File: config.mk
export PLATFORM = sky130hd
export DESIGN_NAME = round_key_sequencer
export DESIGN_NICKNAME = d
export VERILOG_FILES = /design/src/rtl/round_key_sequencer.sv
export SDC_FILE = /design/constraint.sdc
export NUM_CORES = 1
export LEC_CHECK = 0
export ABC_AREA = 1
export BUFFER_PORTS_ARGS = -buffer_cell sky130_fd_sc_hd__buf_2
export CORE_AREA = 2 2 159 161
export DETAILED_ROUTE_END_ITERATION = 10
export DIE_AREA = 0 0 161 163
export PLACE_DENSITY_LB_ADDON = 0.25
export RECOVER_POWER = 25
export SLEW_MARGIN = 15
export SYNTH_ARGS = -nofsm -noshare
export SYNTH_HDL_FRONTEND = slang
export SYNTH_SLANG_ARGS = --single-unit
File: constraint.sdc
create_clock -name clk -period 4.6 [get_ports clk]
set_clock_uncertainty 0.2 [all_clocks]
set_input_delay 0.69 -clock clk [delete_from_list [all_inputs] [get_ports clk]]
set_output_delay 0.69 -clock clk [all_outputs]
set_load 0.005 [all_outputs]
File: src/rtl/round_key_sequencer.sv
// Round key sequencer: reads expanded AES-128 round keys from the key generator's
//   store and hands them, one at a time, to the round datapath (ascending 0..NR for
//   encryption, descending NR..0 for decryption).
// Latency: start -> first key_valid is 3 cycles when generation_done is already high;
//   default build delivers 1 key per 3 cycles, prefetch build 1 key per cycle.
// Backpressure: key_out/key_round/key_last hold while key_valid=1 and key_ready=0;
//   start is ignored while busy.
//
// Optional feature macro: KEYSEQ_PREFETCH_EN (2-entry key buffer with read-ahead).
//
// Ports:
//   clk, rst            clock, synchronous active-high reset
//   start, decrypt      begin a sequence; order bit sampled with start
//   generation_done     key store holds a complete schedule; dropping it aborts
//   read_addr           key store read address (store answers one cycle later)
//   round_key_0         original key, used for index 0
//   round_key_x         registered key store data for read_addr
//   key_out, key_round  key and its round index, qualified by key_valid
//   key_valid/key_ready handshake to the round datapath
//   key_last            key_out is the final key of the sequence
//   busy, seq_done      sequence in progress / one-cycle pulse after last handshake
//   abort               one-cycle pulse when generation_done drops mid-sequence
module round_key_sequencer #(
    parameter int NR     = 10,
    parameter int KEY_W  = 128,
    parameter int ADDR_W = 4
) (
    input  logic              clk,
    input  logic              rst,
    input  logic              start,
    input  logic              decrypt,
    input  logic              generation_done,
    output logic [ADDR_W-1:0] read_addr,
    input  logic [KEY_W-1:0]  round_key_0,
    input  logic [KEY_W-1:0]  round_key_x,
    output logic [KEY_W-1:0]  key_out,
    output logic [ADDR_W-1:0] key_round,
    output logic              key_valid,
    input  logic              key_ready,
    output logic              key_last,
    output logic              busy,
    output logic              seq_done,
    output logic              abort
);

    localparam logic [2:0] IDLE     = 3'd0;
    localparam logic [2:0] WAIT_GEN = 3'd1;
    localparam logic [2:0] FETCH    = 3'd2;
    localparam logic [2:0] LOAD     = 3'd3;
    localparam logic [2:0] PRESENT  = 3'd4;
    localparam logic [2:0] DONE     = 3'd5;

    localparam logic [ADDR_W-1:0] NR_IDX = ADDR_W'(NR);

    logic [2:0]        state;
    logic              desc;        // order latched at start
    logic [ADDR_W-1:0] start_idx;   // first index for the order requested by start
    logic [ADDR_W-1:0] fin_idx;     // last index for the latched order

    // Saturating step towards the end of the sequence; never wraps.
    function automatic logic [ADDR_W-1:0] step_idx(input logic [ADDR_W-1:0] i,
                                                   input logic              dn);
        logic [ADDR_W-1:0] r;
        if (dn) r = (i == '0) ? '0 : i - ADDR_W'(1);
        else    r = (i == NR_IDX) ? NR_IDX : i + ADDR_W'(1);
        return r;
    endfunction

    always_comb begin
        start_idx = decrypt ? NR_IDX : '0;
        fin_idx   = desc ? '0 : NR_IDX;
    end

`ifdef KEYSEQ_PREFETCH_EN

    // Read pipeline: p1 = address on read_addr this cycle, p2 = round_key_x holds
    // that key this cycle. Captured keys go to key_out directly when it can take
    // them, otherwise into a 2-entry buffer (head at entry 0).
    logic              p1_vld;
    logic              p2_vld;
    logic [ADDR_W-1:0] p2_idx;
    logic [ADDR_W-1:0] iss_idx;     // next index to read
    logic              iss_end;     // final index already issued
    logic [KEY_W-1:0]  buf_key [2];
    logic [ADDR_W-1:0] buf_idx [2];
    logic [1:0]        buf_cnt;

    logic              streaming;
    logic [KEY_W-1:0]  cap_key;
    logic              can_take;
    logic              load;
    logic              pop;
    logic              push;
    logic              issue;
    logic [KEY_W-1:0]  ld_key;
    logic [ADDR_W-1:0] ld_idx;
    logic [2:0]        pending;
    logic [1:0]        wr_pos;

    always_comb begin
        streaming = (state == PRESENT) && generation_done;
        cap_key   = (p2_idx == '0) ? round_key_0 : round_key_x;
        can_take  = !key_valid || key_ready;
        load      = streaming && can_take && ((buf_cnt != 2'd0) || p2_vld);
        pop       = load && (buf_cnt != 2'd0);
        // The captured key bypasses the buffer only when the buffer is empty.
        push      = streaming && p2_vld && !(load && (buf_cnt == 2'd0));
        ld_key    = (buf_cnt != 2'd0) ? buf_key[0] : cap_key;
        ld_idx    = (buf_cnt != 2'd0) ? buf_idx[0] : p2_idx;
        // Keys read but not yet in key_out; capped at 2 so the buffer never overflows.
        pending   = {2'b00, p1_vld} + {2'b00, p2_vld} + {1'b0, buf_cnt};
        issue     = !iss_end &&
                    ((streaming && ((pending - {2'b00, load}) <= 3'd1)) ||
                     ((state == WAIT_GEN) && generation_done));
        wr_pos    = buf_cnt - {1'b0, pop};
    end

    always_ff @(posedge clk) begin
        if (rst) begin
            state      <= IDLE;
            desc       <= 1'b0;
            read_addr  <= '0;
            key_out    <= '0;
            key_round  <= '0;
            key_valid  <= 1'b0;
            key_last   <= 1'b0;
            busy       <= 1'b0;
            seq_done   <= 1'b0;
            abort      <= 1'b0;
            p1_vld     <= 1'b0;
            p2_vld     <= 1'b0;
            p2_idx     <= '0;
            iss_idx    <= '0;
            iss_end    <= 1'b0;
            buf_key[0] <= '0;
            buf_key[1] <= '0;
            buf_idx[0] <= '0;
            buf_idx[1] <= '0;
            buf_cnt    <= 2'd0;
        end else begin
            seq_done <= 1'b0;
            abort    <= 1'b0;

            p2_vld <= p1_vld;
            p2_idx <= read_addr;
            p1_vld <= 1'b0;

            if (issue) begin
                read_addr <= iss_idx;
                p1_vld    <= 1'b1;
                if (iss_idx == fin_idx) iss_end <= 1'b1;
                else                    iss_idx <= step_idx(iss_idx, desc);
            end

            if (pop) begin
                buf_key[0] <= buf_key[1];
                buf_idx[0] <= buf_idx[1];
            end
            // Written after the shift so a pop+push with one entry lands in entry 0.
            if (push) begin
                buf_key[wr_pos[0]] <= cap_key;
                buf_idx[wr_pos[0]] <= p2_idx;
            end
            buf_cnt <= buf_cnt - {1'b0, pop} + {1'b0, push};

            if (load) begin
                key_out   <= ld_key;
                key_round <= ld_idx;
                key_last  <= (ld_idx == fin_idx);
                key_valid <= 1'b1;
            end else if (key_valid && key_ready) begin
                key_valid <= 1'b0;
            end

            case (state)
                IDLE: begin
                    if (start) begin
                        desc    <= decrypt;
                        busy    <= 1'b1;
                        iss_end <= 1'b0;
                        if (generation_done) begin
                            // First read goes out on the start edge.
                            read_addr <= start_idx;
                            p1_vld    <= 1'b1;
                            iss_idx   <= step_idx(start_idx, decrypt);
                            state     <= PRESENT;
                        end else begin
                            iss_idx <= start_idx;
                            state   <= WAIT_GEN;
                        end
                    end
                end
                WAIT_GEN: begin
                    if (generation_done) state <= PRESENT;
                end
                PRESENT: begin
                    if (!generation_done) begin
                        abort     <= 1'b1;
                        busy      <= 1'b0;
                        key_valid <= 1'b0;
                        p1_vld    <= 1'b0;
                        p2_vld    <= 1'b0;
                        buf_cnt   <= 2'd0;
                        state     <= IDLE;
                    end else if (key_valid && key_ready && key_last) begin
                        seq_done <= 1'b1;
                        busy     <= 1'b0;
                        state    <= DONE;
                    end
                end
                DONE: begin
                    state <= IDLE;
                end
                default: begin
                    state <= IDLE;
                end
            endcase
        end
    end

`else

    logic [ADDR_W-1:0] idx;

    // read_addr is loaded on the edge that enters FETCH, so it equals idx during
    // FETCH; the store registers that key at the end of FETCH and LOAD samples it.
    always_ff @(posedge clk) begin
        if (rst) begin
            state     <= IDLE;
            desc      <= 1'b0;
            idx       <= '0;
            read_addr <= '0;
            key_out   <= '0;
            key_round <= '0;
            key_valid <= 1'b0;
            key_last  <= 1'b0;
            busy      <= 1'b0;
            seq_done  <= 1'b0;
            abort     <= 1'b0;
        end else begin
            seq_done <= 1'b0;
            abort    <= 1'b0;
            case (state)
                IDLE: begin
                    if (start) begin
                        desc <= decrypt;
                        idx  <= start_idx;
                        busy <= 1'b1;
                        if (generation_done) begin
                            read_addr <= start_idx;
                            state     <= FETCH;
                        end else begin
                            state <= WAIT_GEN;
                        end
                    end
                end
                WAIT_GEN: begin
                    if (generation_done) begin
                        read_addr <= idx;
                        state     <= FETCH;
                    end
                end
                FETCH: begin
                    if (!generation_done) begin
                        abort <= 1'b1;
                        busy  <= 1'b0;
                        state <= IDLE;
                    end else begin
                        state <= LOAD;
                    end
                end
                LOAD: begin
                    if (!generation_done) begin
                        abort <= 1'b1;
                        busy  <= 1'b0;
                        state <= IDLE;
                    end else begin
                        key_out   <= (idx == '0) ? round_key_0 : round_key_x;
                        key_round <= idx;
                        key_last  <= (idx == fin_idx);
                        key_valid <= 1'b1;
                        state     <= PRESENT;
                    end
                end
                PRESENT: begin
                    if (!generation_done) begin
                        abort     <= 1'b1;
                        busy      <= 1'b0;
                        key_valid <= 1'b0;
                        state     <= IDLE;
                    end else if (key_valid && key_ready) begin
                        key_valid <= 1'b0;
                        if (key_last) begin
                            seq_done <= 1'b1;
                            busy     <= 1'b0;
                            state    <= DONE;
                        end else begin
                            idx       <= step_idx(idx, desc);
                            read_addr <= step_idx(idx, desc);
                            state     <= FETCH;
                        end
                    end
                end
                DONE: begin
                    state <= IDLE;
                end
                default: begin
                    state <= IDLE;
                end
            endcase
        end
    end

`endif

endmodule

Word level (Yosys, flattened, before mapping):

Index checks and enable logic that the tools add are counted.

* flip-flop bits (word level): 149
* input port bits: 262
* output and inout bits: 141
* logic and storage cells: 87

* add/subtract/negate cells: 2
* equality and inequality tests: 16
* mux-type cells: 36
* bitwise logic cells: 4
* reduce and logical (&&, ||, !) cells: 18

Operators by type and width (count)
* $mux W128: 1
* $mux W4: 12
* $mux W3: 6
* $ne A2 B2 Y1 const B: 8
* $pmux W3 S5: 1
* $pmux W4 S3: 1
* $mux W1: 10
* $reduce_and A5 Y1: 2
* $pmux W4 S2: 1
* $reduce_and A7 Y1: 1
* $eq A3 B2 Y1 const B: 2
* $ne A3 B3 Y1 const B: 2
* $reduce_and A3 Y1: 2
* $reduce_bool A3 Y1: 2
* $add A4 B1 Y4 const B: 1
* $eq A4 B4 Y1: 1
* $eq A4 B4 Y1 const B: 1
* $logic_not A4 Y1: 1
* $mux W2: 2
* $not A1 Y1: 4
* $reduce_and A2 Y1: 2
* $reduce_bool A2 Y1: 2
* $reduce_or A2 Y1: 2
* $reduce_or A4 Y1: 1
* other kinds (8): 8

Depth between registers and ports, before layout:

* depth in word-level cells: 7
* depth in mapped cells: 10
* depth with buffers taken out: 9

Worst setup path after synthesis:

OpenSTA, ideal clock, no wires.

* kind: input port to flip-flop
* from: input port rst
* to: register key_out[0]
* library setup time: 58 ps
* data arrival time: 1682 ps
* data required time: 4342 ps
* setup slack: 2659 ps
* stages: 6
* path buffers: 3
* cell sequence: buf_2 inv_1 clkbuf_1 clkbuf_1 o211ai_1 inv_1

RTL lines
* from (decl): RTL line 29 `input logic rst,`
* to (signal assigned): RTL line 278 `key_out <= (idx == '0) ? round_key_0 : round_key_x;`
* to (decl): RTL line 36 `output logic [KEY_W-1:0] key_out,`

No word-level cell between the ends.

Final worst setup path:

* from: register idx[1]
* to: register key_out[48]

* longest elaborated chain between the ends: 2

Ends and longest elaborated chain
* from (decl): RTL line 223 `logic [ADDR_W-1:0] idx;`
* from (signal assigned): RTL line 247 `idx <= start_idx;`
* from (signal assigned): RTL line 298 `idx <= step_idx(idx, desc);`
* $logic_not A4 Y1: RTL line 278
* $mux W128: RTL line 278

Every way passes these cells.
A chain may end at the register's enable or synchronous reset.

==> metrics.txt <==
# TYPE chip_impl_metric gauge
chip_impl_metric{name="drt-vias-per-instance",unit=""} 4.582
chip_impl_metric{name="pre_cts_ws",unit="ns"} 1.960
chip_impl_info{name="timing.critical_path.max_delay_family",value="simple AND/OR/NAND/NOR gates"} 1
chip_impl_metric{name="maxCapViolCount",unit=""} 0
chip_impl_metric{name="fmax",unit="GHz"} 0.3825
chip_impl_info{name="min-delay-path-class",value="reg2reg"} 1
chip_impl_metric{name="synth_nets",unit=""} 1291
chip_impl_metric{name="worst-r2r-setup-slack",unit="ns"} 1.99
chip_impl_metric{name="timing.final.hold_violations",unit=""} 0
chip_impl_metric{name="placement_rows",unit=""} 58
chip_impl_metric{name="period_share",unit="%"} 56.83
chip_impl_metric{name="io_pins",unit=""} 403
chip_impl_info{name="crit_path_cell_trace",value="inv_1, ha_1, nand3_4, buf_4, nand2_1, nand3_1, o211ai_1, inv_1"} 1
chip_impl_info{name="synth_area_leaders",value="dfxtp_1 (41%), nand2_1 (16%), o211ai_1 (13%)"} 1
chip_impl_info{name="most_common_cell_on_crit_path",value="inv_1"} 1
chip_impl_info{name="synth_top_cells_by_count",value="nand2_1 (304), dfxtp_1 (149), inv_1 (149)"} 1
chip_impl_metric{name="critical_path_arrival",unit="ns"} 2.72
chip_impl_metric{name="cts_inserted_buffers",unit=""} 17
chip_impl_metric{name="routed-via-count",unit=""} 7895
chip_impl_metric{name="initialDrtViolationCount",unit=""} 454
chip_impl_info{name="startpoint_type",value="flip-flop"} 1
chip_impl_metric{name="final_weighted_congestion_of_routability_driven_global_placement",unit=""} 0.8442
chip_impl_metric{name="first_global_vias",unit=""} 7272
chip_impl_metric{name="slew_headroom",unit="%"} 33.65
chip_impl_metric{name="synth_sequential_area_ratio",unit="%"} 41.44
chip_impl_metric{name="yosysWarningCount",unit=""} 0
chip_impl_metric{name="worst_vdd_drop",unit="mV"} 0.1915
chip_impl_info{name="cts-root-buf",value="clkbuf_16"} 1
chip_impl_metric{name="fp.coreArea",unit="µm²"} 24670
chip_impl_metric{name="port-buffer-count",unit=""} 402
chip_impl_metric{name="cts.reportedPaths.clkPinSlew",unit="ns"} 0.07
chip_impl_metric{name="postCtsSetupBuffers",unit=""} 0
chip_impl_info{name="timing.rr.start",value="idx[1]$_SDFFE_PP0P_"} 1
chip_impl_metric{name="largest_net_degree_at_the_start_of_global_routing",unit=""} 136
chip_impl_metric{name="p_per_area",unit="nW/µm²"} 352.0
chip_impl_metric{name="cts.repair.resized",unit=""} 0
chip_impl_info{name="end_kind",value="flip-flop"} 1
chip_impl_metric{name="async_flop_share",unit="%"} 0
chip_impl_metric{name="period_minus_slack",unit="ns"} 2.614
chip_impl_metric{name="finalWirelength",unit="mm"} 24.55
chip_impl_info{name="yosys.area.top_type",value="dfxtp_1"} 1
chip_impl_metric{name="design.die.area",unit="µm²"} 26240
chip_impl_metric{name="cts_hold_repair.buffers",unit=""} 0
chip_impl_metric{name="buffers_inverters_on_critical_path",unit=""} 3
chip_impl_info{name="worstSetupStartpoint",value="idx[1]$_SDFFE_PP0P_"} 1
chip_impl_metric{name="postSynthCellCount",unit=""} 1025
chip_impl_metric{name="floorplan.initialDensity",unit="%"} 29.17
chip_impl_info{name="crit-reg2reg-capture",value="key_out[48]$_SDFFE_PP0P_"} 1
chip_impl_metric{name="total_leakage_power",unit="µW"} 0.005450
chip_impl_metric{name="postSynthRegisterBits",unit=""} 149
chip_impl_metric{name="worstSkewPairLatency",unit="ns"} 0.42
chip_impl_metric{name="mappedNetlistArea",unit="µm²"} 7198
chip_impl_metric{name="clock_tree.htree_level_count",unit=""} 4
chip_impl_metric{name="ff2ff_path_depth",unit=""} 8
chip_impl_info{name="rsz0062_at_grt",value="false"} 1
chip_impl_info{name="synthMostInstantiatedCell",value="nand2_1"} 1
chip_impl_metric{name="drt.antenna.violating_nets",unit=""} 0
chip_impl_metric{name="hpwlAfterDp",unit="mm"} 17.55
chip_impl_metric{name="place_area",unit="µm²"} 9318
chip_impl_metric{name="grt_util_all_layers",unit="%"} 17.84
chip_impl_info{name="run_status",value="finished clean"} 1
chip_impl_info{name="slowest_stage",value="nand3_4"} 1
chip_impl_info{name="timing.hold.worst.start",value="key_out[127]$_SDFFE_PP0P_"} 1
chip_impl_metric{name="clkSinkCount",unit=""} 149
chip_impl_info{name="yosys_most_used_dff",value="dfxtp_1"} 1
chip_impl_metric{name="postSynthAreaPerCell",unit="µm²"} 7.023
chip_impl_metric{name="max_fanout_on_critical_path",unit=""} 65
chip_impl_metric{name="globalRoute.totalOverflow",unit=""} 0
chip_impl_metric{name="drc",unit=""} 0
chip_impl_metric{name="drt_pre_antenna_iters",unit=""} 5
chip_impl_metric{name="delay_contributed_by_the_slowest_stage_of_the_critical_path",unit="ns"} 0.58
chip_impl_metric{name="cts_max_path_buffers",unit=""} 2
chip_impl_metric{name="timing.critical_path.required",unit="ns"} 4.71
chip_impl_metric{name="post_layout_instance_area",unit="µm²"} 9813
chip_impl_info{name="hold_end",value="key_out[127]$_SDFFE_PP0P_"} 1
chip_impl_metric{name="post_route_cells_drive_above_1_share",unit="%"} 28.54
chip_impl_metric{name="wl_per_cell",unit="µm"} 14.25
chip_impl_metric{name="layout-area-overhead-vs-synth",unit="%"} 36.33
chip_impl_metric{name="synth_cell_types",unit=""} 24
chip_impl_metric{name="timing.final.ws_setup",unit="ns"} 1.986
chip_impl_metric{name="maxSlewViolCount",unit=""} 0
chip_impl_metric{name="report.final.setup_viol",unit=""} 0
chip_impl_metric{name="synth_top_area_share",unit="%"} 41.44
chip_impl_info{name="critical_path_class",value="reg2reg"} 1
chip_impl_metric{name="max_slew.worst_pin.slew",unit="ns"} 0.9953
chip_impl_metric{name="die_w",unit="µm"} 161
chip_impl_metric{name="antenna_found_initial",unit=""} 4
chip_impl_metric{name="grt_first_pass_wirelength",unit="mm"} 37.83
chip_impl_metric{name="setup-tns-final",unit="ns"} 0
chip_impl_metric{name="final_nets",unit=""} 1644
chip_impl_metric{name="synth-edff-count",unit=""} 0
chip_impl_info{name="tritoncts",value="built"} 1
chip_impl_metric{name="fp.dieH",unit="µm"} 163
chip_impl_metric{name="worstHoldPathCells",unit=""} 2
cells by family after synthesis:
family                   synth area share (%)
flip-flops                              41.44
AO/OA/AOI/OAI                           15.57
AND/OR/NAND/NOR                         28.26
multiplexers                           0.1391
adder cells (fa/ha/maj)                0.6953
XOR/XNOR                               0.1217
buffers and inverters                   13.77
worst register-to-register path: stages (launching register included):
cell	delay [ns]
dfxtp_1	0.40
inv_1	0.18
ha_1	0.24
nand3_4	0.58
buf_4	0.52
nand2_1	0.14
nand3_1	0.08
o211ai_1	0.12
inv_1	0.05
layer usage:
metal,wire (µm),track usage (%),vias up
met2,11710,29.81,283
met3,1771,4.966,31
met5,0,0,-
li1,-,-,4051
met1,10680,22.43,3530
met4,393,5.438,0
worst max-delay path by stage:
stage | to | slack, ns | depth (start not counted)
final | key_out[48]$_SDFFE_PP0P_ | 1.99 | 8
after global routing | key_out[34]$_SDFFE_PP0P_ | 1.72 | 8
after CTS | key_out[77]$_SDFFE_PP0P_ | 1.93 | 8
after detailed placement | key_out[77]$_SDFFE_PP0P_ | 1.96 | 8
after global placement | key_out[10]$_SDFFE_PP0P_ | 1.98 | 9
after floorplan | key_out[0]$_SDFFE_PP0P_ | 2.66 | 6
cell usage in the layout, fill, tap and decap left out, drive strengths merged:
| cell type | n |
|---|---|
| clkinv | 2 |
| o21bai | 3 |
| nand3 | 143 |
| a21oi | 14 |
| nor3 | 4 |
| nand4 | 4 |
| clkinvlp | 6 |
| nor2 | 30 |
| buf | 360 |
| o21ai | 12 |
| nand2 | 304 |
| dfxtp | 149 |
| mux2i | 1 |
| o211ai | 128 |
| o31ai | 1 |
| inv | 155 |
| xor2 | 1 |
| clkbuf | 69 |
| ha | 4 |
| nor3b | 1 |
| diode | 2 |
state kept, by name, summed over array words and instances (netlist names):
name / cells
state: 3
desc: 1
idx: 4
seq_done: 1
abort: 1
key_round: 4
key_last: 1
busy: 1
key_out: 128
key_valid: 1
read_addr: 4
where the power goes:
group	leakage, µW	total (µW)	switching (µW)	internal, µW
sequential	0.00120	1360	31.4	1330
combinational	0.00399	773	514	258
clock	0.000254	1320	594	728
cell type report:
class,instances,area [µm²]
flip-flops and latches,149,2983
diodes,2,5.005
multi-input cells,650,3251
clock inverters,12,96.34
fillers,2736,14860
repair buffers,409,2039
well taps,330,412.9
inverters,151,569.3
clock buffers,20,456.7
metrics by stage:
stage	hold WS (ns)	power [µW]	utilization, %	instances
global route	0.3145	3669	39.77	1723
global placement	0.2755	2169	37.76	1689
finish	0.2950	3454	39.77	1723
CTS	0.2971	3513	40.01	1721
floorplan	0.2755	1916	-	1025
detailed placement	0.2767	2172	37.76	1689
Note: power is estimated with default switching activity, not from simulation.
